**src/rtl/mem_access_unit.sv**
```systemverilog
// MEM-stage data-memory access unit: drives the req/ready/rvalid handshake for loads and
// stores from the EX/MEM bundle, stalls upstream while busy, and produces the MEM/WB bundle.
module mem_access_unit #(
  parameter int unsigned DATA_W   = 32,
  parameter int unsigned REG_AW   = 5,
  parameter int unsigned MAX_WAIT = 15
) (
  input  logic              CLK,
  input  logic              RSTn,
  input  logic              ex_valid,
  input  logic [DATA_W-1:0] ex_alu_result,
  input  logic [DATA_W-1:0] ex_store_data,
  input  logic [REG_AW-1:0] ex_wreg_addr,
  input  logic              ex_reg_write,
  input  logic              ex_mem_read,
  input  logic              ex_mem_write,
  input  logic              ex_mem_to_reg,
  output logic              dm_req,
  output logic              dm_we,
  output logic [DATA_W-1:0] dm_addr,
  output logic [DATA_W-1:0] dm_wdata,
  input  logic              dm_ready,
  input  logic              dm_rvalid,
  input  logic [DATA_W-1:0] dm_rdata,
  output logic              mem_stall,
  output logic              wb_valid,
  output logic [DATA_W-1:0] wb_data,
  output logic [REG_AW-1:0] wb_wreg_addr,
  output logic              wb_reg_write,
  output logic              err_misalign,
  output logic              err_timeout
);

  typedef enum logic [1:0] {S_IDLE, S_REQ, S_WAIT} state_t;

  localparam logic [3:0] CNT_LAST = 4'(MAX_WAIT - 1);

  state_t              state_q, state_d;
  logic [3:0]          cnt_q, cnt_d;
  logic [DATA_W-1:0]   addr_q, addr_d;
  logic [DATA_W-1:0]   wdata_q, wdata_d;
  logic [REG_AW-1:0]   wreg_q, wreg_d;
  logic                we_q, we_d;
  logic                rw_q, rw_d;
  logic                m2r_q, m2r_d;
  logic                wb_valid_q, wb_valid_d;
  logic [DATA_W-1:0]   wb_data_q, wb_data_d;
  logic [REG_AW-1:0]   wb_wreg_q, wb_wreg_d;
  logic                wb_rw_q, wb_rw_d;
  logic                err_mis_q, err_mis_d;
  logic                err_to_q, err_to_d;

  logic memop, aligned, store_done, load_done;

  assign memop   = ex_valid & (ex_mem_read | ex_mem_write);
  assign aligned = (ex_alu_result[1:0] == 2'b00);

  assign store_done = (state_q == S_REQ) & dm_ready & we_q;
  assign load_done  = dm_rvalid & (((state_q == S_REQ) & dm_ready & ~we_q) | (state_q == S_WAIT));

  always_comb begin
    state_d    = state_q;
    cnt_d      = cnt_q;
    addr_d     = addr_q;
    wdata_d    = wdata_q;
    wreg_d     = wreg_q;
    we_d       = we_q;
    rw_d       = rw_q;
    m2r_d      = m2r_q;
    wb_valid_d = 1'b0;
    wb_rw_d    = 1'b0;
    wb_data_d  = wb_data_q;
    wb_wreg_d  = wb_wreg_q;
    err_mis_d  = 1'b0;
    err_to_d   = 1'b0;

    case (state_q)
      S_IDLE: begin
        if (ex_valid && !memop) begin
          wb_valid_d = 1'b1;
          wb_data_d  = ex_alu_result;
          wb_wreg_d  = ex_wreg_addr;
          wb_rw_d    = ex_reg_write;
        end else if (memop && !aligned) begin
          err_mis_d  = 1'b1;
          wb_valid_d = 1'b1;
          wb_wreg_d  = ex_wreg_addr;
        end else if (memop) begin
          addr_d  = ex_alu_result;
          wdata_d = ex_store_data;
          wreg_d  = ex_wreg_addr;
          // read wins when both read and write are flagged
          we_d    = ex_mem_write & ~ex_mem_read;
          rw_d    = ex_reg_write;
          m2r_d   = ex_mem_to_reg;
          cnt_d   = '0;
          state_d = S_REQ;
        end
      end
      S_REQ, S_WAIT: begin
        if (store_done) begin
          wb_valid_d = 1'b1;
          wb_wreg_d  = wreg_q;
          cnt_d      = '0;
          state_d    = S_IDLE;
        end else if (load_done) begin
          wb_valid_d = 1'b1;
          wb_data_d  = m2r_q ? dm_rdata : addr_q;
          wb_wreg_d  = wreg_q;
          wb_rw_d    = rw_q;
          cnt_d      = '0;
          state_d    = S_IDLE;
        end else if (cnt_q == CNT_LAST) begin
          err_to_d = 1'b1;
          cnt_d    = '0;
          state_d  = S_IDLE;
        end else begin
          cnt_d = cnt_q + 4'd1;
          if (state_q == S_REQ && dm_ready) state_d = S_WAIT;
        end
      end
      default: state_d = S_IDLE;
    endcase
  end

  always_ff @(negedge CLK or negedge RSTn) begin
    if (!RSTn) begin
      state_q    <= S_IDLE;
      cnt_q      <= '0;
      addr_q     <= '0;
      wdata_q    <= '0;
      wreg_q     <= '0;
      we_q       <= 1'b0;
      rw_q       <= 1'b0;
      m2r_q      <= 1'b0;
      wb_valid_q <= 1'b0;
      wb_data_q  <= '0;
      wb_wreg_q  <= '0;
      wb_rw_q    <= 1'b0;
      err_mis_q  <= 1'b0;
      err_to_q   <= 1'b0;
    end else begin
      state_q    <= state_d;
      cnt_q      <= cnt_d;
      addr_q     <= addr_d;
      wdata_q    <= wdata_d;
      wreg_q     <= wreg_d;
      we_q       <= we_d;
      rw_q       <= rw_d;
      m2r_q      <= m2r_d;
      wb_valid_q <= wb_valid_d;
      wb_data_q  <= wb_data_d;
      wb_wreg_q  <= wb_wreg_d;
      wb_rw_q    <= wb_rw_d;
      err_mis_q  <= err_mis_d;
      err_to_q   <= err_to_d;
    end
  end

  // RSTn gating keeps the handshake and stall quiet while reset is held with a live bundle
  assign dm_req    = RSTn & (state_q == S_REQ);
  assign dm_we     = RSTn & (state_q == S_REQ) & we_q;
  assign dm_addr   = {addr_q[DATA_W-1:2], 2'b00};
  assign dm_wdata  = wdata_q;
  assign mem_stall = RSTn & ((state_q != S_IDLE) | (memop & aligned));

  assign wb_valid     = wb_valid_q;
  assign wb_data      = wb_data_q;
  assign wb_wreg_addr = wb_wreg_q;
  assign wb_reg_write = wb_rw_q;
  assign err_misalign = err_mis_q;
  assign err_timeout  = err_to_q;

endmodule

```
**config.mk**
```make
export PLATFORM = sky130hd
export DESIGN_NAME = mem_access_unit
export DESIGN_NICKNAME = d
export VERILOG_FILES = /design/src/rtl/mem_access_unit.sv
export SDC_FILE = /design/constraint.sdc
export NUM_CORES = 1
export LEC_CHECK = 0
export CAP_MARGIN = 20
export CORE_MARGIN = 2
export CORE_UTILIZATION = 35
export DETAILED_ROUTE_END_ITERATION = 16
export GPL_ROUTABILITY_DRIVEN = 0
export PLACE_DENSITY = 0.66
export SYNTH_ARGS = -nofsm -noshare
export SYNTH_HDL_FRONTEND = slang
export SYNTH_SLANG_ARGS = --single-unit
export TNS_END_PERCENT = 5
```
**constraint.sdc**
```tcl
create_clock -name CLK -period 5.05 [get_ports CLK]
set_input_delay 0.7575 -clock CLK [delete_from_list [all_inputs] [get_ports CLK]]
set_output_delay 0.7575 -clock CLK [all_outputs]
set_load 0.02 [all_outputs]
```
==> flow_metrics.tcl <==
set metrics [dict create \
    drt_iter0_drc 143 \
    ios 218 \
    ys_ff_latch 119 \
    dieArea_um2 17200 \
    async_flop_share 1.00 \
    crit_chain "inv_1 > buf_4 > ha_1 > and2_1 > clkdlybuf4s15_1" \
    core_area_um2 15800 \
    crit_required_ns 4.29 \
    ys.flop_type "dfrtn_1" \
    power_density_nw_per_um2 694 \
    die_h_um 131 \
    synth_top_area_frac 0.526 \
    antenna_left 0 \
    setup_tns_ns 0 \
    post-synth-top-count-cell "dfrtn_1" \
    fin_area_um2 8640 \
    postCtsHoldBufs 0 \
    globalRoute.busiestLayer "met2" \
    vias_per_cell 4.72 \
    min_from "wb_data[20]" \
    yosysTopAreaCell "dfrtn_1" \
    yosysSeqAreaShare 0.526 \
    min_path_type "reg2reg" \
    setup-violations-final 0 \
    synth_cell_types 40 \
    clock_latency_ns 0.40 \
    synth.avg_cell_area_um2 12.7 \
    cp_max_fo 5 \
    overflow 0 \
    met3_usage 0.0752 \
    drc 0 \
    numPortBuffers 215 \
    drive_gt1_frac 0.266 \
    num_rows 46 \
    startpoint_type "flip-flop" \
    regToRegSetupSlack_ns 2.72 \
    p_leak_nw 3.66 \
    cap_violations 0 \
    synth_area_leaders "dfrtn_1 53%, mux2_2 21%, mux2i_1 5.7%" \
    worst_slew_pin_slew_ns 0.783 \
    cts_tree "done" \
    postSynthCellCount 447 \
    num_vias 4198 \
    power_w 0.00600 \
    vdd_ir_drop_max_mv 0.313 \
    grt_pass1_wl_um 23800 \
    antenna_found_initial 0 \
    rr_endpoint "wb_data[12]" \
    finalNetCount 778 \
    post_dp_cell_area_um2 8070 \
    crit_family "buffers and inverters" \
    synth_common_cells "119 x dfrtn_1, 104 x mux2_2, 37 x buf_4, 37 x nor2_1, 34 x a21oi_1" \
    cp.arrival_ns 4.22 \
    clk_path_buf_depth 2 \
    drv_slew 0 \
    drt_pass1_iterations 4 \
    rsz0062_at_grt "true" \
    fin_worst_skew_ns 0.0180 \
    whs_path_depth 1 \
    rr_startpoint "state_q[1]" \
    numCtsBuffers 17 \
    grt_pass1_vias 4523 \
    start_util 0.358 \
    wire_per_inst_um 16.2 \
    cts_setup_buffers 0 \
    utilization 0.546 \
    ys_warn_count 0 \
    path_buf_inv 3 \
    hpwl_um 10700 \
    r2r_cells 6 \
    grt_max_degree 77 \
    synth_area_um2 5660 \
    cpPeakStageDelay_ns 0.41 \
    clockRootBuffer "clkbuf_16" \
    hold_end "wb_data[20]" \
    gr-usage-all-layers 0.173 \
    use_met1 0.208 \
    hold_viol_final 0 \
    synth_edf_count 0 \
    n_antenna_cell 0 \
    grtUsageMet2 0.280 \
    htreeDepth 4 \
    cpMaxStageDelayCell "dfrtn_1" \
    dieWidth_um 131 \
    clock-sinks 119 \
    outcome "completed" \
    cts_resized 5 \
    syn_to_final_growth_pct 52.8 \
    wl_um 14400 \
    cts.clk_slew.worst_paths_ns 0.04 \
    critical_path_class "reg2out" \
    end_kind "output pin" \
    relSlewSlack 0.478 \
]
where the power goes:
part | leakage [nW] | switching, W | internal, W
clock network | 0.286 | 0.000405 | 0.000794
registers | 1.43 | 0.000292 | 0.00146
logic | 1.94 | 0.00145 | 0.00159
total | 3.66 | 0.00215 | 0.00385
worst reg2reg max path: stages (launching register included):
cell       delay [ns]
dfrtn_1          0.41
inv_1            0.06
ha_2             0.32
buf_4            0.60
o2bb2ai_4        0.20
buf_12           0.20
mux2_2           0.36
per-layer routing:
layer / vias to the layer above / share of wire
li1: 1979 / -
met1: 2033 / 0.43
met2: 174 / 0.47
met3: 12 / 0.090
met4: 0 / 0.010
met5: - / 0
cell usage in the layout, fill, tap and decap left out, types with 2 or more instances in the layout:
| master | count |
|---|---|
| and3_1 | 2 |
| inv_1 | 6 |
| nor2b_1 | 3 |
| nand2b_1 | 3 |
| o21ai_0 | 2 |
| o2bb2ai_1 | 3 |
| nor3_1 | 3 |
| mux2_2 | 104 |
| clkinvlp_4 | 2 |
| and2_1 | 2 |
| buf_12 | 6 |
| o22ai_1 | 2 |
| a31oi_1 | 2 |
| nand4_1 | 2 |
| dfrtn_1 | 119 |
| conb_1 | 2 |
| clkbuf_16 | 17 |
| mux2_1 | 8 |
| mux2i_1 | 32 |
| clkbuf_1 | 3 |
| clkbuf_8 | 2 |
| ha_1 | 5 |
| a21oi_1 | 34 |
| buf_4 | 30 |
| nand2_1 | 5 |
| bufinv_16 | 3 |
| clkinv_2 | 4 |
| clkdlybuf4s50_1 | 211 |
| nor2_1 | 37 |
cell type report:
class | instances | area [um^2]
fill | 1347 | 7180
sequential | 119 | 2980
timing repair buffer | 250 | 2480
multi-input combinational | 268 | 2310
clock buffer | 22 | 464
tap | 216 | 270
clock inverter | 9 | 125
inverter | 6 | 22.5
stage by stage:
stage,std cells,worst slack [ns],hold slack (ns)
global route,890,-0.00586,0.459
detailed placement,859,-0.104,0.447
CTS,890,0.0219,0.452
finish,890,0.0700,0.449
global placement,859,-0.0276,0.443
floorplan,448,0.502,0.419
worst max path at each step:
stage,from,endpoint,slack [ns],cells after the start
after floorplan,dm_ready,wb_data[12],0.50,5
after global placement,dm_ready,wb_data[28],-0.03,7
after detailed placement,dm_ready,wb_data[12],-0.10,7
after CTS,state_q[1],dm_we,0.02,5
after global routing,state_q[1],dm_req,-0.006,5
final,state_q[1],dm_req,0.07,5
cells by family (layout without fill, tap and decap cells):
group / Yosys count / in the layout / synth area share
AND/OR/NAND/NOR: 65 / 65 / 0.0562
flip-flops: 119 / 119 / 0.526
buffers and inverters: 61 / 287 / 0.0705
AO/OA/AOI/OAI: 51 / 51 / 0.0537
adder cells (fa/ha/maj): 6 / 6 / 0.0133
multiplexers: 144 / 144 / 0.279
other: 1 / 2 / 0.000663
flip-flops by register name, summed over array words and instances (netlist names):
register	cells
addr_q	32
cnt_q	4
dm_wdata	32
err_misalign	1
err_timeout	1
m2r_q	1
rw_q	1
state_q	2
wb_data	32
wb_reg_write	1
wb_valid	1
wb_wreg_addr	5
we_q	1
wreg_q	5
Note: power is estimated with default switching activity, not from simulation.
